**config.mk**
```make
export PLATFORM = sky130hd
export DESIGN_NAME = counter_sched
export DESIGN_NICKNAME = d
export VERILOG_FILES = /design/src/rtl/counter_sched.sv
export SDC_FILE = /design/constraint.sdc
export NUM_CORES = 1
export LEC_CHECK = 0
export BUFFER_PORTS_ARGS = -buffer_cell sky130_fd_sc_hd__buf_2
export CORE_ASPECT_RATIO = 0.8
export CORE_UTILIZATION = 49
export CTS_CLUSTER_DIAMETER = 150
export CTS_CLUSTER_SIZE = 28
export DETAILED_ROUTE_END_ITERATION = 16
export HOLD_SLACK_MARGIN = 0.12
export PLACE_DENSITY = 0.83
export SKIP_CTS_REPAIR_TIMING = 1
export SKIP_LAST_GASP = 1
export SYNTH_ARGS = -nofsm -noshare
export SYNTH_HDL_FRONTEND = slang
export SYNTH_SLANG_ARGS = --single-unit
```
**constraint.sdc**
```tcl
create_clock -name clock -period 1.85 [get_ports clock]
set_input_delay 0.0925 -clock clock [delete_from_list [all_inputs] [get_ports clock]]
set_output_delay 0.0925 -clock clock [all_outputs]
set_load 0.01 [all_outputs]
```
**src/rtl/counter_sched.sv**
```systemverilog
// Round-robin arbiter that lends one shared W-bit up-counter to NREQ requesters,
// running it from zero up to the winner's requested length and reporting done/abort.
module counter_sched #(
    parameter int unsigned NREQ = 4,
    parameter int unsigned W    = 4,
    localparam int unsigned IW  = (NREQ > 1) ? $clog2(NREQ) : 1
) (
    input  logic                clock,
    input  logic                reset,
    input  logic [NREQ-1:0]     req,
    input  logic [NREQ*W-1:0]   len,
    input  logic [W-1:0]        cnt_value,
    output logic                cnt_clear,
    output logic                cnt_enable,
    output logic [NREQ-1:0]     grant,
    output logic                busy,
    output logic                done,
    output logic                abort,
    output logic [IW-1:0]       done_id
);

    typedef enum logic [1:0] {
        IDLE  = 2'd0,
        CLEAR = 2'd1,
        RUN   = 2'd2,
        FIN   = 2'd3
    } state_t;

    state_t            state_q, state_d;
    logic [NREQ-1:0]   grant_q, grant_d;
    logic [W-1:0]      tgt_q, tgt_d;
    logic [IW-1:0]     last_q, last_d;
    logic              clear_q, clear_d;
    logic              done_q, done_d;
    logic              abort_q, abort_d;
    logic [IW-1:0]     done_id_q, done_id_d;
    logic              busy_q, busy_d;

    logic              found;
    logic [IW-1:0]     win;
    logic              owner_req;
    logic              hit;

    // Round-robin search starting just after the previous winner
    always_comb begin
        int unsigned idx;
        idx   = 0;
        found = 1'b0;
        win   = last_q;
        for (int unsigned k = 1; k <= NREQ; k++) begin
            idx = 32'(last_q) + k;
            if (idx >= NREQ) begin
                idx = idx - NREQ;
            end
            if (!found && req[IW'(idx)]) begin
                found = 1'b1;
                win   = IW'(idx);
            end
        end
    end

    assign owner_req = req[last_q];
    assign hit       = (cnt_value == tgt_q);

    // Next-state and output decode; completion outranks a same-cycle abort
    always_comb begin
        state_d    = state_q;
        grant_d    = grant_q;
        tgt_d      = tgt_q;
        last_d     = last_q;
        clear_d    = 1'b0;
        done_d     = 1'b0;
        abort_d    = 1'b0;
        done_id_d  = done_id_q;
        cnt_enable = 1'b0;

        case (state_q)
            IDLE: begin
                if (found) begin
                    grant_d = NREQ'(1) << win;
                    tgt_d   = len[32'(win)*W +: W];
                    last_d  = win;
                    clear_d = 1'b1;
                    state_d = CLEAR;
                end
            end
            CLEAR: begin
                if (!owner_req) begin
                    abort_d   = 1'b1;
                    done_id_d = last_q;
                    grant_d   = '0;
                    state_d   = IDLE;
                end else begin
                    state_d = RUN;
                end
            end
            RUN: begin
                if (hit) begin
                    done_d    = 1'b1;
                    done_id_d = last_q;
                    grant_d   = '0;
                    state_d   = FIN;
                end else if (!owner_req) begin
                    abort_d   = 1'b1;
                    done_id_d = last_q;
                    grant_d   = '0;
                    state_d   = IDLE;
                end else begin
                    cnt_enable = 1'b1;
                end
            end
            FIN: begin
                state_d = IDLE;
            end
            default: begin
                grant_d = '0;
                state_d = IDLE;
            end
        endcase

        busy_d = (state_d != IDLE);
    end

    // State register; the counter itself is deliberately left alone by reset
    always_ff @(posedge clock) begin
        if (!reset) begin
            state_q   <= IDLE;
            grant_q   <= '0;
            tgt_q     <= '0;
            last_q    <= IW'(NREQ - 1);
            clear_q   <= 1'b0;
            done_q    <= 1'b0;
            abort_q   <= 1'b0;
            done_id_q <= '0;
            busy_q    <= 1'b0;
        end else begin
            state_q   <= state_d;
            grant_q   <= grant_d;
            tgt_q     <= tgt_d;
            last_q    <= last_d;
            clear_q   <= clear_d;
            done_q    <= done_d;
            abort_q   <= abort_d;
            done_id_q <= done_id_d;
            busy_q    <= busy_d;
        end
    end

    assign cnt_clear = clear_q;
    assign grant     = grant_q;
    assign busy      = busy_q;
    assign done      = done_q;
    assign abort     = abort_q;
    assign done_id   = done_id_q;

endmodule

```
; Word-level counts from Yosys, hierarchy flattened
; Index checks and enable logic that the tools add are counted.
[op_classes]
add_sub_neg = 8
order_cmp = 9
n_eq_ne = 5
shift = 2
muxes = 42
reduce_logical = 14
[ops]
columns = op, count
row1 = two-way mux 2 bit, 14
row2 = two-way mux 1 bit, 16
row3 = indexed part select 16 x 5 -> 4 bit, 1
row4 = < comparator 2 x 3 -> 1 bit (second input constant), 5
row5 = two-way mux 4 bit, 3
row6 = one-hot mux 4 bit (3 select lines), 1
row7 = binary-select mux 1 bit (select 2 bit), 5
row8 = greater-or-equal comparator 3 bit (second input constant), 3
row9 = one-hot mux 2 bit (4 select lines), 1
row10 = AND reduction 2 bit, 4
row11 = subtractor 2 x 1 -> 2 bit (second input constant), 4
row12 = adder 2 x 2 -> 3 bit (second input constant), 2
row13 = adder 2 x 3 -> 4 bit (second input constant), 1
row14 = equality test 2 bit (second input constant), 2
row15 = equality test 4 bit, 1
row16 = greater-or-equal comparator 4 x 3 -> 1 bit (second input constant), 1
row17 = one-hot mux 2 bit (2 select lines), 1
row18 = nonzero test 2 bit, 2
row19 = << shifter 1 x 2 -> 4 bit (first input constant), 1
row20 = adder 2 x 1 -> 3 bit (second input constant), 1
row21 = logical AND 1 bit, 3
row22 = zero test 1 bit, 3
row23 = nonzero test 3 bit, 1
row24 = equality test 2 x 1 -> 1 bit (second input constant), 1
row25 = other kinds (3), 3
[word_totals]
register_bits = 18
input_bits = 26
word_cells = 89

; Longest topological paths before layout
; Gate-level depths: netlist of the first run.
[depth]
depth_word = 18
ltp_mapped = 6
depth_no_buf = 6

; Least setup slack after synthesis of the first run
; No wires, ideal clock.
[synth_path]
path_type = flip-flop to flip-flop
start = register last_q[1]
end = register grant_q[0] (netlist: grant[0])
arrival_time_ps = 1538
t_required_ps = 1733
slack_ps = 195
stages_incl_launch_ff = 7
period_less_slack_ps = 1655
path_cell_list = dfxtp_1 > buf_6 > mux4_2 > and2_4 > nand3_2 > a31oi_2 > a32o_1
[synth_between]
elab_chain_cells = 18
word_cells_on_any_way = 47
classes_between = add/sub (8) / order compare (4) / eq/ne (1) / shift (1) / mux (26) / reduce/logical (7)
[synth_lines]
columns = element, line
row1 = "start, declared", 32  ; logic [IW-1:0] last_q, last_d;
row2 = "start signal, assigned", 130  ; last_q <= IW'(NREQ - 1);
row3 = "start signal, assigned", 140  ; last_q <= last_d;
row4 = adder 2 x 1 -> 3 bit, 51  ; idx = 32'(last_q) + k;
row5 = greater-or-equal comparator 3 bit / subtractor 2 x 1 -> 2 bit (equally long branches), "52, 53"
row6 = two-way mux 2 bit, 52  ; if (idx >= NREQ) begin
row7 = binary-select mux 1 bit (select 2 bit), 55  ; if (!found && req[IW'(idx)]) begin
row8 = two-way mux 1 bit (not written as such), 55
row9 = two-way mux 1 bit, 55
row10 = zero test 1 bit, 55
row11 = logical AND 1 bit, 55
row12 = [... 2 more ...], n/a
row13 = logical AND 1 bit, 55
row14 = two-way mux 1 bit, 55
row15 = zero test 1 bit, 55
row16 = logical AND 1 bit, 55
row17 = two-way mux 2 bit, 55
row18 = << shifter 1 x 2 -> 4 bit, 80  ; grant_d = NREQ'(1) << win;
row19 = two-way mux 4 bit, 79  ; if (found) begin
row20 = one-hot mux 4 bit (3 select lines), 77  ; case (state_q)
row21 = "end signal, assigned", 138  ; grant_q <= grant_d;
row22 = "end, declared", 30  ; logic [NREQ-1:0] grant_q, grant_d;
; Parallel ways exist; a longest one is shown, timed or not. The select of a mux whose other input is x is not followed.
; A chain may end at the register's enable or synchronous reset.

; Worst setup path after layout of the first run
[layout_path]
start = register last_q[1]
end = register state_q[1]
[layout_between]
elab_chain_cells = 17
word_cells_on_any_way = 41
classes_between = add/sub (8) / order compare (4) / mux (23) / reduce/logical (6)
[layout_lines]
columns = element, line
row1 = adder 2 x 1 -> 3 bit, 51
row2 = greater-or-equal comparator 3 bit / subtractor 2 x 1 -> 2 bit (equally long branches), "52, 53"
row3 = two-way mux 2 bit, 52
row4 = binary-select mux 1 bit (select 2 bit), 55
row5 = two-way mux 1 bit (not written as such), 55
row6 = two-way mux 1 bit, 55
row7 = zero test 1 bit, 55
row8 = logical AND 1 bit, 55
row9 = two-way mux 1 bit, 55
row10 = zero test 1 bit, 55
row11 = logical AND 1 bit, 55
row12 = two-way mux 1 bit, 55
row13 = zero test 1 bit, 55
row14 = logical AND 1 bit, 55
row15 = two-way mux 1 bit, 55
row16 = two-way mux 2 bit, 79
row17 = one-hot mux 2 bit (4 select lines) *, 77
row18 = "end signal, assigned", 137  ; state_q <= state_d;
row19 = "end, declared", 29  ; state_t state_q, state_d;
; Every way passes the cells marked *; elsewhere a longest branch is shown, timed or not. The select of a mux whose other input is x is not followed.

==> impl_results.md, run 1 <==
- Total CTS buffers: 3
- Detail Placement HPWL: 2050 um
- Relative slew slack: 0.690
- Lkg Pwr: 0.568 nW
- Pre-CTS setup slack: 130 ps
- Power share of the combinational group: 0.329
- Core Area: 1980 um2
- Worst slew pin tran: 460 ps
- Pwr Density: 808 nW/um2
- Antenna diode count: 0
- Number of synthesized flops with an enable pin: 0
- H-Tree Depth: 1
- Routed wire length per instance: 14.2 um
- Fmax: 576 MHz
- Nets: 188
- CP max-delay cell: mux4_2
- First-pass GRT wire length: 4060 um
- Post-synth top area share: 0.335
- Sw Ratio: 0.335
- Largest net degree at the start of global routing: 17
- Skew final: 2.06 ps
- Cell internal pwr: 709 uW
- IO Pins: 37
- Setup Viol. Count Final: 0
- Crit Path Class: register to register
- Seq cells post-synth: 18
- Crit-path leading delay family: multiplexers
- FILL cells: 178
- Syn nets: 149
- Cell Rows: 14
- CTS max path bufs: 2
- Crit-path max cell delay: 590 ps
- Antenna Nets Post-Route: 0
- Final period utilization: 0.938
- Seq pwr share: 0.434
- Drt initial violations: 24
- Most numerous cell in the Yosys netlist: dfxtp_1
- Initial antenna violation count: 0
- Root Driver: clkbuf_4
- Count of max-cap constraint violations: 0
- RSZ-0062 raised after global routing: false
- Synth async-reset ratio: 0
- Routed wire length: 2550 um
- Max FO, Critical Path: 6
- Die height: 43.9 um
- CTS tree: done
- Area grow syn2layout: 22.6%
- CP bufs+invs: 0
- Die ar.: 2390 um2
- YS warnings: 0
- Power consumption: 1.07 mW
- Via Count: 1053
- Vias per cell: 5.85
- Crit path DAT: 1950 ps
- Post-synth top cells: dfxtp_1, nand2_1, o21a_1
- Final worst setup slack: 114 ps
- Ranking of synthesized cells by area: dfxtp_1, o21a_1, ha_1
- Clock transition at path regs: 110 ps
- Worst hold path type: input port to register
- Area leader, netlist: dfxtp_1
- Fin. max-slew vios: 0
- Number of global-route vias before repair: 897
- Initial Util: 0.544
- Worst skew pair latency: 300 ps
- Clock power share: 0.237
- Post-synthesis sequential area ratio: 0.335
- Final hold violation count: 0
- Final min period: 1740 ps
- Mapped Avg Cell Area: 9.12 um2
- Post-route DRC: 0
- Netlist cell types: 38
- Switching power of the nets: 357 uW
- Most used DFF post-synth: dfxtp_1
- Mapped Cells: 118
- CP Launch Type: register
- Status: complete, no violations
- Gp weighted congestion: 0.871
- Port bufs: 36
- Final setup TNS: 0 ps
- GRT Total Usage: 0.246
- CP required: 2060 ps
- Crit. End Element: register
- Chip Width: 54.4 um
- Synthesized cell area: 1080 um2
- Grt total ovfl: 0
- Share of cells above drive strength 1: 0.340
- Clk sink count: 18
- Critical Path, Cell by Cell: mux4_2, and2_4, mux2i_1, o22ai_1, o21a_1
- First-pass DRT Iterations: 4
- Worst vdd rail ir drop: 0.681 mV
[final timing paths]
path / startpoint / endpoint / slack, ps / depth (start not counted)
worst max-delay path: last_q[1] / state_q[1] / 110 / 5
worst min-delay path: len[10] / tgt_q[2] / 110 / 3
worst max register to register: last_q[1] / state_q[1] / 110 / 5
worst min register to register: done_id[0] / done_id[0] / 470 / 2
[through the flow]
stage / utilization / area [um2] / std cells / hold slack, ps
2_1_floorplan: - / 1080 / 118 / 326
5_1_grt: 0.666 / 1320 / 180 / 120
4_1_cts: 0.664 / 1310 / 180 / 105
6_report: 0.666 / 1320 / 180 / 111
3_5_place_dp: 0.645 / 1280 / 176 / 442
3_3_place_gp: 0.645 / 1280 / 176 / 424
[cell families after synthesis]
kind of cell               synth area share
buffers and inverters                0.0395
muxes                                0.0488
AOI/OAI and AO/OA                     0.309
xor gates and xnor gates             0.0326
and+or+nand+nor                       0.177
adders and majority gates            0.0581
DFF                                   0.335
[final cells by class]
cell class	instances	area, um2	area share
Sequential cell	18	360	0.273
Inverter	5	18.8	0.0142
Timing Repair Buffer	38	195	0.148
Clock buffer	4	36.3	0.0275
Tap cell	24	30.0	0.0228
Multi-Input combinational cell	91	678	0.514
[flip-flops by register name (all words and copies together) (netlist names)]
register   cells
grant          4
tgt_q          4
done_id        2
last_q         2
state_q        2
abort          1
busy           1
cnt_clear      1
done           1
[worst register-to-register path: cells and delay by family (launching register included)]
family	cells	cell delay, ps
and+or+nand+nor	1	200
DFF	1	380
muxes	2	760
AOI/OAI and AO/OA	2	310
[power by group through the flow]
stage | clock network, mW | logic (mW) | registers (mW)
after floorplan | 0 | 0.237 | 0.475
after global placement | 0 | 0.330 | 0.468
after detailed placement | 0 | 0.347 | 0.471
after CTS | 0.258 | 0.348 | 0.463
after global routing | 0.280 | 0.386 | 0.468
final | 0.252 | 0.351 | 0.462
[routing by layer]
| layer | GRT usage | part of all wire | vias up |
|---|---|---|---|
| li1 | - | - | 519 |
| met4 | 0.0872 | 0.011 | 0 |
| met2 | 0.378 | 0.48 | 45 |
| met1 | 0.318 | 0.44 | 483 |
| met5 | 0 | 0 | - |
| met3 | 0.0807 | 0.070 | 6 |
[layout by cell type, fill, tap and decap left out, drive strengths merged]
cell type,Yosys,final
buf,2,38
a31oi,1,1
or2,2,2
ha,5,5
o22ai,1,1
o31ai,4,4
o211ai,2,2
and4,1,1
a211oi,8,8
and2,2,2
a21boi,1,1
nor3b,1,1
nor3,1,1
a221o,1,1
nor2,6,6
dfxtp,18,18
nand4,1,1
mux4,1,1
nand3,7,7
nand2b,3,3
clkbuf,2,4
inv,5,5
nor4,1,1
o221ai,1,1
mux2i,3,3
o21a,10,10
a221oi,1,1
o21ai,2,2
xnor2,4,4
a21oi,4,4
nand2,12,12
o211a,1,1
a32o,4,4
Note: power is estimated with default switching activity, not from simulation.
==> run 2, diff against run 1 <==
- ABC_AREA: unset -> 1
- CORE_UTILIZATION: 49 -> 50
- PLACE_DENSITY: 0.83 -> 0.82
==> run 2 against run 1 <==
Against the previous run: fmax grew 1.4%; clock skew is essentially flat; sequential share of layout area shrank 4.7 points; final cell count up 52%; largest power group is now combinational cells; highest routed layer is now met3.
==> impl_results.md, run 2 <==
- Via Count: 1368 (+30%)
- Share of cells above drive strength 1: 0.321 (-0.0191)
- Gp weighted congestion: 0.813 (-6.7%)
- CP required: 2030 ps (-30 ps)
- Routed wire length: 2960 um (+16%)
- Relative slew slack: 0.789 (+0.0985)
- Worst skew pair latency: 290 ps (about the same)
- Most frequent cells in the layout: nand2_1, nand3_1, buf_2
- Fmax: 584 MHz (+1.4%)
- Final setup TNS: 0 ps (unchanged)
- Largest family of logic cells by synthesized area: simple AND/OR/NAND/NOR gates
- YS warnings: 0 (unchanged)
- Post-Synth XOR/XNOR Area: 0.0198 (-0.0127)
- Worst slew pin tran: 316 ps (-144 ps)
- Worst vdd rail ir drop: 0.791 mV (+16%)
- Setup Viol. Count Final: 0 (unchanged)
- Clock transition at path regs: 100 ps (about the same)
- Reg2reg path depth: 12 (+7)
- Mapped Cells: 197 (+67%)
- Synth async-reset ratio: 0 (unchanged)
- Port bufs: 36 (unchanged)
- Mux cell area share after synthesis: 0 (-0.0488)
- Fin. max-slew vios: 0 (unchanged)
- Die ar.: 2860 um2 (+20%)
- Seq cells post-synth: 18 (unchanged)
- First-pass DRT Iterations: 5 (+1)
- Pre-CTS setup slack: 167 ps (+36.9 ps)
- IO Pins: 37 (unchanged)
- Switching power of the nets: 1.45 mW (+310%)
- Synth Area in Compound Gates: 0.121 (-0.188)
- Area grow syn2layout: 20.3%
- RSZ-0062 raised after global routing: false
- CP Launch Type: register
- Crit-path max cell delay: 420 ps (-170 ps)
- R2R Setup Slk: 140 ps (+20 ps)
- Max FO, Critical Path: 7 (+1)
- Number of global-route vias before repair: 1135 (+27%)
- Largest net degree at the start of global routing: 12 (-5)
- Cell Area, Placed: 1550 um2 (+21%)
- Initial Util: 0.533 (-0.0103)
- Total CTS buffers: 3 (unchanged)
- Nets: 269 (+43%)
- Commonest non-fill, non-tap cell in the layout: nand2_1
- CTS tree: done
- Number of synthesized flops with an enable pin: 0 (unchanged)
- Finished Cell Area: 1590 um2 (+21%)
- CP max-delay cell: dfxtp_1
- Seq pwr share: 0.218 (-0.216)
- Pwr Density: 1740 nW/um2 (+120%)
- Vias per cell: 5.01 (-14%)
- First-pass GRT wire length: 4930 um (+21%)
- Netlist cell types: 26 (-32%)
- Post-synthesis adder-cell area fraction: 0.0473 (-0.0109)
- Core Area: 2480 um2 (+25%)
- Mapped Avg Cell Area: 6.72 um2 (-26%)
- Power share of the combinational group: 0.696 (+0.367)
- RR Endpoint: tgt_q[1]
- Final hold violation count: 0 (unchanged)
- Post-synthesis sequential area ratio: 0.272 (-0.0627)
- Post-route DRC: 0 (unchanged)
- Final worst setup slack: 138 ps (+23.5 ps)
- Fin util: 0.642 (-0.0246)
- Crit path DAT: 1900 ps (-50 ps)
- Skew final: 2.29 ps (+0.223 ps)
- Lkg Pwr: 0.844 nW (+49%)
- Status: complete, no violations
- Cell Rows: 16 (+2)
- Reg-to-Reg Start: last_q[1]
- H-Tree Depth: 1 (unchanged)
- Ranking of synthesized cells by area: dfxtp_1, nand3_1, nand2_1
- Antenna diode count: 0 (unchanged)
- Cell internal pwr: 1.32 mW (+86%)
- Most used cell, CP: nand2_1
- Worst min-delay path endpoint: cnt_clear
- CTS max path bufs: 2 (unchanged)
- Post-synth top cells: nand2_1, nand3_1, dfxtp_1
- HP Start: reset
- Antenna Nets Post-Route: 0 (unchanged)
- Syn nets: 228 (+53%)
- Final min period: 1710 ps (-23.5 ps)
- Crit-path leading delay family: simple AND/OR/NAND/NOR gates
- CP bufs+invs: 2 (+2)
- Root Driver: clkbuf_4
- Synthesized cell area: 1320 um2 (+23%)
- Routed wire length per instance: 10.8 um (-24%)
- Most used DFF post-synth: dfxtp_1
- Sw Ratio: 0.524 (+0.189)
- Stages on the worst setup path: 12 (+7)
- Die height: 48.0 um (+9.3%)
- Crit Path Class: register to register
- Crit. End Element: register
- Power consumption: 2.77 mW (+160%)
- Count of max-cap constraint violations: 0 (unchanged)
- Final period utilization: 0.926 (-0.0127)
- Drt initial violations: 50 (+110%)
- GRT Total Usage: 0.228 (-0.0171)
- Hold path depth: 3 (unchanged)
- Worst hold path type: input port to register
- Initial antenna violation count: 0 (unchanged)
- Clk sink count: 18 (unchanged)
- Detail Placement HPWL: 2350 um (+15%)
- Synth Area in Simple Gates: 0.459 (+0.283)
- Chip Width: 59.5 um (+9.4%)
- Area leader, netlist: dfxtp_1
- Critical Path, Cell by Cell: buf_4, nand2_1, nand2_2, nand2_1, nand2_4, nand3_4, inv_2, nand2_1, nand2_2, nand3_1, nand2_1, a21oi_1
- Clock power share: 0.086 (-0.151)
- Post-synth top area share: 0.272 (-0.0627)
- Grt total ovfl: 0 (unchanged)
- Most numerous cell in the Yosys netlist: nand2_1
[run 2: metrics by stage]
stage	std cells	hold slack [ps]
6_report	273	131
5_1_grt	273	141
4_1_cts	273	118
3_5_place_dp	269	431
3_3_place_gp	269	426
2_1_floorplan	197	287
[run 2: metal layers]
layer / vias up / part of all wire / track usage / routed length [um]
li1: 734 / - / - / -
met1: 579 / 0.52 / 0.338 / 1540
met2: 55 / 0.41 / 0.357 / 1230
met3: 0 / 0.064 / 0.0486 / 188
met4: 0 / 0 / 0.0140 / 0
met5: - / 0 / 0 / 0
[run 2: final cells by class]
type                            instances  area, um2
Fill cell                             240        890
Multi-Input combinational cell        155        862
Sequential cell                        18        360
Timing Repair Buffer                   40        214
Inverter                               20       75.1
Tap cell                               36       45.0
Clock buffer                            4       36.3
[run 2: cells by family (layout without fill, tap and decap cells)]
| family | after synthesis | in the layout |
|---|---|---|
| compound gates | 30 | 30 |
| xor+xnor | 3 | 3 |
| fa+ha+maj | 5 | 5 |
| buf+inv | 24 | 64 |
| flops | 18 | 18 |
| simple gates | 117 | 117 |
[run 2: how the worst max path moves through the flow]
stage | startpoint | end | slack [ps]
after floorplan | last_q[1] | tgt_q[3] | 340
after global placement | last_q[1] | tgt_q[3] | 180
after detailed placement | last_q[1] | tgt_q[1] | 170
after CTS | last_q[1] | tgt_q[1] | 140
after global routing | last_q[1] | tgt_q[3] | 2
final | last_q[1] | tgt_q[1] | 140
[run 2: power by group through the flow]
stage          combinational [mW]  sequential [mW]  clock [mW]
4_1_cts                      1.90            0.602       0.245
6_report                     1.93            0.604       0.239
5_1_grt                      2.17            0.622       0.258
3_5_place_dp                 1.89            0.609           0
2_1_floorplan                1.47            0.625           0
3_3_place_gp                 1.87            0.608           0
[run 2: worst min-delay path, delay by kind of cell]
kind | cells | cell delay (ps)
AND/OR/NAND/NOR | 1 | 90
buffers and inverters | 2 | 200
